$ cat src/rtl/imem_arbiter.sv
// Arbiter and sequencer for the shared instruction memory port: fetch (read-only)
// and loader/debug (read/write), with a bounded fetch streak and 1-cycle responses.
module imem_arbiter #(
    parameter int unsigned MEM_SIZE         = 4095,
    parameter int unsigned MAX_FETCH_STREAK = 4
) (
    input  logic        clk,
    input  logic        reset,
    input  logic        f_req,
    input  logic [63:0] f_addr,
    output logic        f_gnt,
    output logic        f_rvalid,
    output logic [31:0] f_rdata,
    output logic        f_err,
    input  logic        l_req,
    input  logic        l_we,
    input  logic [63:0] l_addr,
    input  logic [31:0] l_wdata,
    output logic        l_gnt,
    output logic        l_rvalid,
    output logic [31:0] l_rdata,
    output logic        l_err,
    output logic [63:0] m_addr,
    output logic        m_we,
    output logic [31:0] m_wdata,
    input  logic [31:0] m_rdata
);

    localparam int unsigned STREAK_W  = $clog2(MAX_FETCH_STREAK + 1);
    localparam logic [63:0] LAST_WORD = 64'(MEM_SIZE) - 64'd4;
    localparam logic [STREAK_W-1:0] STREAK_MAX = STREAK_W'(MAX_FETCH_STREAK);

    typedef enum logic [1:0] {
        OWN_NONE,
        OWN_FETCH,
        OWN_LOAD
    } owner_e;

    owner_e              state_q, state_d;
    logic [STREAK_W-1:0] streak_q, streak_d;
    logic [31:0]         rdata_q, rdata_d;
    logic                err_q, err_d;
    logic                f_legal, l_legal;

    // Full-width compare so addresses near 2^64 cannot wrap into range.
    function automatic logic addr_legal(input logic [63:0] a);
        return (a[1:0] == 2'b00) && (a <= LAST_WORD);
    endfunction

    assign f_legal = addr_legal(f_addr);
    assign l_legal = addr_legal(l_addr);

    // Grant selection and memory port drive
    always_comb begin
        f_gnt   = 1'b0;
        l_gnt   = 1'b0;
        if (reset) begin
            if (l_req && (!f_req || streak_q == STREAK_MAX)) begin
                l_gnt = 1'b1;
            end else if (f_req) begin
                f_gnt = 1'b1;
            end
        end
        m_addr  = f_gnt ? f_addr : (l_gnt ? l_addr : 64'd0);
        m_wdata = l_gnt ? l_wdata : 32'd0;
        m_we    = l_gnt && l_we && l_legal;
    end

    // Next response owner/payload and streak update
    always_comb begin
        state_d  = OWN_NONE;
        rdata_d  = 32'd0;
        err_d    = 1'b0;
        streak_d = streak_q;
        if (f_gnt) begin
            state_d = OWN_FETCH;
            err_d   = !f_legal;
            rdata_d = f_legal ? m_rdata : 32'd0;
        end else if (l_gnt) begin
            state_d = OWN_LOAD;
            err_d   = !l_legal;
            rdata_d = (l_legal && !l_we) ? m_rdata : 32'd0;
        end
        if (!l_req || l_gnt) begin
            streak_d = '0;
        end else if (f_gnt && streak_q != STREAK_MAX) begin
            streak_d = streak_q + STREAK_W'(1);
        end
    end

    always_ff @(posedge clk or negedge reset) begin
        if (!reset) begin
            state_q  <= OWN_NONE;
            streak_q <= '0;
            rdata_q  <= 32'd0;
            err_q    <= 1'b0;
        end else begin
            state_q  <= state_d;
            streak_q <= streak_d;
            rdata_q  <= rdata_d;
            err_q    <= err_d;
        end
    end

    // Only the owner of the response sees payload; the other side reads zero.
    always_comb begin
        f_rvalid = (state_q == OWN_FETCH);
        l_rvalid = (state_q == OWN_LOAD);
        f_rdata  = f_rvalid ? rdata_q : 32'd0;
        f_err    = f_rvalid && err_q;
        l_rdata  = l_rvalid ? rdata_q : 32'd0;
        l_err    = l_rvalid && err_q;
    end

endmodule
$ cat config.mk
export PLATFORM = sky130hd
export DESIGN_NAME = imem_arbiter
export DESIGN_NICKNAME = d
export VERILOG_FILES = /design/src/rtl/imem_arbiter.sv
export SDC_FILE = /design/constraint.sdc
export NUM_CORES = 1
export LEC_CHECK = 0
export CAP_MARGIN = 40
export CORE_AREA = 2 2 141 143
export DETAILED_ROUTE_END_ITERATION = 8
export DIE_AREA = 0 0 143 145
export GPL_TIMING_DRIVEN = 0
export PLACE_DENSITY = 0.55
export REMOVE_ABC_BUFFERS = 1
export SYNTH_ARGS = -nofsm -noshare
export SYNTH_HDL_FRONTEND = slang
export SYNTH_SLANG_ARGS = --single-unit
$ cat constraint.sdc
create_clock -name clk -period 5.63 [get_ports clk]
set_input_delay 1.689 -clock clk [delete_from_list [all_inputs] [get_ports clk]]
set_output_delay 1.689 -clock clk [all_outputs]
set_load 0.01 [all_outputs]
**Word-level counts from Yosys, hierarchy flattened**

Cells that the tools add are included.

- Register bits: 38
- Latch bits: 0
- Memory bits (writable): 0
- Memory bits (read-only): 0
- Bits of input ports: 197
- Output and inout bits: 167
- Word-level logic and storage cells: 50
- Memories kept: 0

- Add/sub/neg operators: 1
- Multiply operators: 0
- Div/mod/pow operators: 0
- Order comparisons: 2
- Eq/ne operators: 4
- Shift-type cells: 0
- Muxes and demuxes: 20
- Bitwise operators: 0
- Reduce and logical (&&, ||, !) cells: 19

Operators by type and width:

| cell | count |
|---|---|
| 32-bit 2-to-1 mux | 7 |
| 64-bit by 12-bit <= comparator with 1-bit output (second input constant) | 2 |
| 64-bit 2-to-1 mux | 2 |
| 1-bit logical AND | 9 |
| 1-bit 2-to-1 mux | 7 |
| 3-bit 2-to-1 mux | 2 |
| 1-bit zero test | 5 |
| 2-bit zero test | 2 |
| 2-bit 2-to-1 mux | 2 |
| 3-bit by 1-bit adder with 3-bit output (second input constant) | 1 |
| 3-bit equality test (second input constant) | 1 |
| 3-bit inequality test (second input constant) | 1 |
| 2-bit by 1-bit equality test with 1-bit output (second input constant) | 1 |
| 2-bit equality test (second input constant) | 1 |
| 1-bit logical OR | 2 |
| 2-bit nonzero test | 1 |

**Depth between registers and ports, before layout**

- Depth after elaboration: 8
- Mapped depth: 7
- Gate-level depth less buffers: 6

**Least setup slack after synthesis**

Ideal clock, no wire load.

- Path kind: in2out
- Start point: input l_addr[27]
- End point: output m_we
- Data arrival time: 2795 ps
- Required time: 3941 ps
- Slack: 1146 ps
- Stages: 5
- Cell sequence: nor4_1 -> nand4_1 -> nor4_1 -> nand4_1 -> nor2_1

- Longest elaborated chain between the ends: 3

Ends and longest elaborated chain:

| element | RTL line | source |
|---|---|---|
| start: declaration | 17 | `input logic [63:0] l_addr,` |
| 64-bit by 12-bit <= comparator with 1-bit output | 47 | `return (a[1:0] == 2'b00) && (a <= LAST_WORD);` |
| 1-bit logical AND | 47 |  |
| 1-bit logical AND | 66 | `m_we = l_gnt && l_we && l_legal;` |
| end: declaration | 24 | `output logic m_we,` |

Every way passes these cells.

**Worst setup path after layout**

- Start point: input l_req
- End point: output m_addr[45]

- Longest elaborated chain between the ends: 5
- Elaborated cells between the ends (all ways): 7

Ends and longest elaborated chain:

| element | RTL line | source |
|---|---|---|
| start: declaration | 15 | `input logic l_req,` |
| 1-bit logical AND * | 58 | `if (l_req && (!f_req \|\| streak_q == STREAK_MAX)) begin` |
| 1-bit 2-to-1 mux | 58 |  |
| 1-bit 2-to-1 mux | 57 | `if (reset) begin` |
| 64-bit 2-to-1 mux | 64 | `m_addr = f_gnt ? f_addr : (l_gnt ? l_addr : 64'd0);` |
| 64-bit 2-to-1 mux * | 64 |  |
| end: declaration | 23 | `output logic [63:0] m_addr,` |

Every way passes the cells marked *; elsewhere a longest branch is shown, timed or not.

==> results <==
placed cells by master, fill, tap and decap left out, types with 2 or more instances in the layout:
cell type,n
sky130_fd_sc_hd__clkbuf_16,5
sky130_fd_sc_hd__nand4_1,11
sky130_fd_sc_hd__ha_1,2
sky130_fd_sc_hd__nand2_1,7
sky130_fd_sc_hd__clkdlybuf4s50_1,360
sky130_fd_sc_hd__nor2b_2,31
sky130_fd_sc_hd__nor3_1,3
sky130_fd_sc_hd__dlymetal6s2s_1,2
sky130_fd_sc_hd__dfrtp_1,38
sky130_fd_sc_hd__clkinv_2,2
sky130_fd_sc_hd__nor2b_1,3
sky130_fd_sc_hd__a21oi_1,2
sky130_fd_sc_hd__nor2_1,6
sky130_fd_sc_hd__nor4_4,4
sky130_fd_sc_hd__buf_8,3
sky130_fd_sc_hd__buf_12,4
sky130_fd_sc_hd__nor4_2,10
sky130_fd_sc_hd__buf_4,6
sky130_fd_sc_hd__a22o_1,64
sky130_fd_sc_hd__nor4_1,13
sky130_fd_sc_hd__inv_1,3
sky130_fd_sc_hd__and2_1,99
worst max-delay path, stage by stage:
cell                              delay [ps]
sky130_fd_sc_hd__clkdlybuf4s50_1         570
sky130_fd_sc_hd__nand2_1                 160
sky130_fd_sc_hd__nor2_4                  290
sky130_fd_sc_hd__buf_12                  260
sky130_fd_sc_hd__a22o_1                  160
sky130_fd_sc_hd__clkdlybuf4s50_1         610
cell families after synthesis:
group / share of synthesized area (%)
multiplexers: 0.330
flip-flops: 31.4
AO/OA/AOI/OAI: 20.8
buffers and inverters: 4.58
AND/OR/NAND/NOR: 42.1
adder cells (fa/ha/maj): 0.825
layer usage:
| metal | part of all wire, % | GRT usage [%] |
|---|---|---|
| met1 | 37 | 17.9 |
| met2 | 53 | 31.8 |
| met3 | 8.3 | 4.29 |
| met4 | 1.9 | 4.31 |
| met5 | 0 | 0 |
report_power, final:
part	internal, mW	switching, mW	total [mW]
clock	0.160	0.106	0.265
sequential	0.275	0.00112	0.276
combinational	0.222	0.131	0.353
flip-flops by register name (all words and copies together) (netlist names):
signal and count:
state_q 2, streak_q 3, err_q 1, rdata_q 32
through the flow:
step	cell area, um2	instances	hold WS [ps]	setup slack [ps]
2_1_floorplan	2900	308	584	-1180
3_3_place_gp	6870	936	597	-5190
3_5_place_dp	7050	944	631	-740
4_1_cts	7290	955	639	-72.2
5_1_grt	7330	957	686	27.8
6_report	7330	957	626	202
final cells by class:
type	instances	area, um2	share of cell area [%]
Inverter	3	11.3	0.154
Timing Repair Buffer	377	3830	52.3
Multi-Input combinational cell	267	2070	28.2
Clock inverter	2	10.0	0.137
Clock buffer	5	125	1.71
Tap cell	265	332	4.53
Sequential cell	38	951	13.0
path summary, 6_finish.rpt:
path / end / cells after the start / slack, ps / start
min in group asynchronous: rdata_q[28] / 1 / 1360 / reset
max in group asynchronous: rdata_q[25] / 2 / 3780 / reset
max reg2reg: rdata_q[12] / 7 / 3110 / streak_q[0]
min reg2reg: streak_q[0] / 2 / 630 / streak_q[0]
min: streak_q[0] / 2 / 630 / streak_q[0]
max: m_addr[45] / 6 / 200 / l_req
timing repair:
item / CTS / global route
endpoints found under the setup margin: 27 / 25
gates resized for setup: 11 / 4
pin swaps: 3 / 8
buffers inserted: 4 / 2
==> Flow_metrics.wiki <==
{| class="wikitable"
! Metric !! Value
|-
| Run status || finished, final reports clean
|-
| Total negative slack || 0 ps
|-
| CTS max path bufs || 2
|-
| First-pass iteration count of the detailed router || 4
|-
| Average vias per placed instance || between 4 and 5
|-
| Core utilization of the finished layout || a little under two fifths
|-
| Yosys warns || 0
|-
| Post-route ant nets || 0
|-
| Antenna fix cells || 0
|-
| Most frequent cell after synthesis || sky130_fd_sc_hd__and2_1
|-
| Largest net degree at the start of global routing || 49
|-
| Netlist area before placement || around 3000 um2
|-
| Clock latency of the later-clocked register in the worst-skew pair || ~280 ps
|-
| Post-CTS Hold Buffers || 0
|-
| Critical Path AT || 3740 ps
|-
| Kind of launch point of the worst setup path || input pin
|-
| Via Count || ~4000
|-
| Main synth FF type || sky130_fd_sc_hd__dfrtp_1
|-
| Clock root cell || sky130_fd_sc_hd__clkbuf_16
|-
| Overflow after GRT || 0
|-
| Max-slew violation total from the final report || 0
|-
| Yosys top cell area share || 31.4%
|-
| Proportion of synthesized chip area in sequential cells || between 30% and 40%
|-
| Count of unique library cells instantiated by Yosys || 28
|-
| Top cell type by total area after synthesis || sky130_fd_sc_hd__dfrtp_1
|-
| Peak clock frequency supported by timing || around 180 MHz
|-
| Avg WL per Cell || approximately 19 um
|-
| Power density over the cells || ~120 nW/um2
|-
| Antenna violations before repair || 0
|-
| Reported leakage power || around 2.8 nW
|-
| Top cells by instance count after synthesis || sky130_fd_sc_hd__and2_1, sky130_fd_sc_hd__a22o_1, sky130_fd_sc_hd__dfrtp_1
|-
| Top cells by area in the synthesized netlist || sky130_fd_sc_hd__dfrtp_1, sky130_fd_sc_hd__and2_1, sky130_fd_sc_hd__a22o_1, sky130_fd_sc_hd__nor2b_2, sky130_fd_sc_hd__nor4_1
|-
| Half-perimeter wire length of the detailed placement result || around 16000 um
|-
| TritonCTS clock tree || built
|-
| DRC violation count after routing || 0
|-
| Drt total wl || approximately 18000 um
|-
| Ys async rst share || 100%
|-
| Number of hold-slack violations in the final timing report || 0
|-
| Overall power consumption || roughly 0.89 mW
|-
| Count of H-tree levels built during CTS || 2
|-
| Wire length of the first global-routing pass || around 26000 um
|-
| Ratio of cells with drive above 1 in the final layout || approximately a tenth
|-
| Number of synthesized flops with an enable pin || 0
|-
| Effective utilization at floorplan || between 15 and 20%
|-
| Final clock skew || between 5 and 6 ps
|-
| Relative slew slack || about two fifths
|-
| Type of the worst setup path || in -> out
|-
| Gr usage total || around 17%
|-
| Transition time at the pin with the least slew margin || about 890 ps
|-
| Required @ worst endpoint || between 3000 and 4000 ps
|-
| Die footprint || slightly above 20000 um2
|-
| Count of port buffers added during placement || between 300 and 400
|-
| Max IR drop VDD || around 100 uV
|-
| Setup violators final || 0
|-
| Post-synthesis to final-layout area growth || 142%
|-
| FF+latch count, synth || 38
|-
| Max Cap Violations || 0
|-
| Endpoint kind of the worst setup timing path || primary output
|-
| Final weighted congestion in routability-driven placement || around 0.84
|-
| Total of fill cells in the finished design || 1896
|-
| Worst min-delay path category || reg -> reg
|-
| Cells after synthesis || approximately 330
|-
| Horizontal die dimension || 143 um
|-
| Setup repair after global routing missed its margin || false
|-
| Post-synthesis area per instance || slightly above 9 um2
|-
| TritonCTS buffer count || 5
|-
| Total I/O pin count || around 360
|-
| Chip Height || about 150 um
|-
| Post-route fraction of the period consumed by the critical path || around 96%
|-
| Worst Path Max Fanout || 48
|-
| Initial drt markers || 91
|-
| Number of nets in the finished design || around 890
|-
| FP Rows || approximately 50
|-
| Via count of the first global-routing pass || around 4300
|-
| Number of sinks on the clock net || 38
|-
| Core box area || approximately 19000 um2
|-
| Clock transition time at the flip-flop clock pins of the worst setup and hold paths || approximately 60 ps
|-
| Minimum period implied by the final worst setup slack || about 5400 ps
|}
Power figures use the tool's default switching activity.
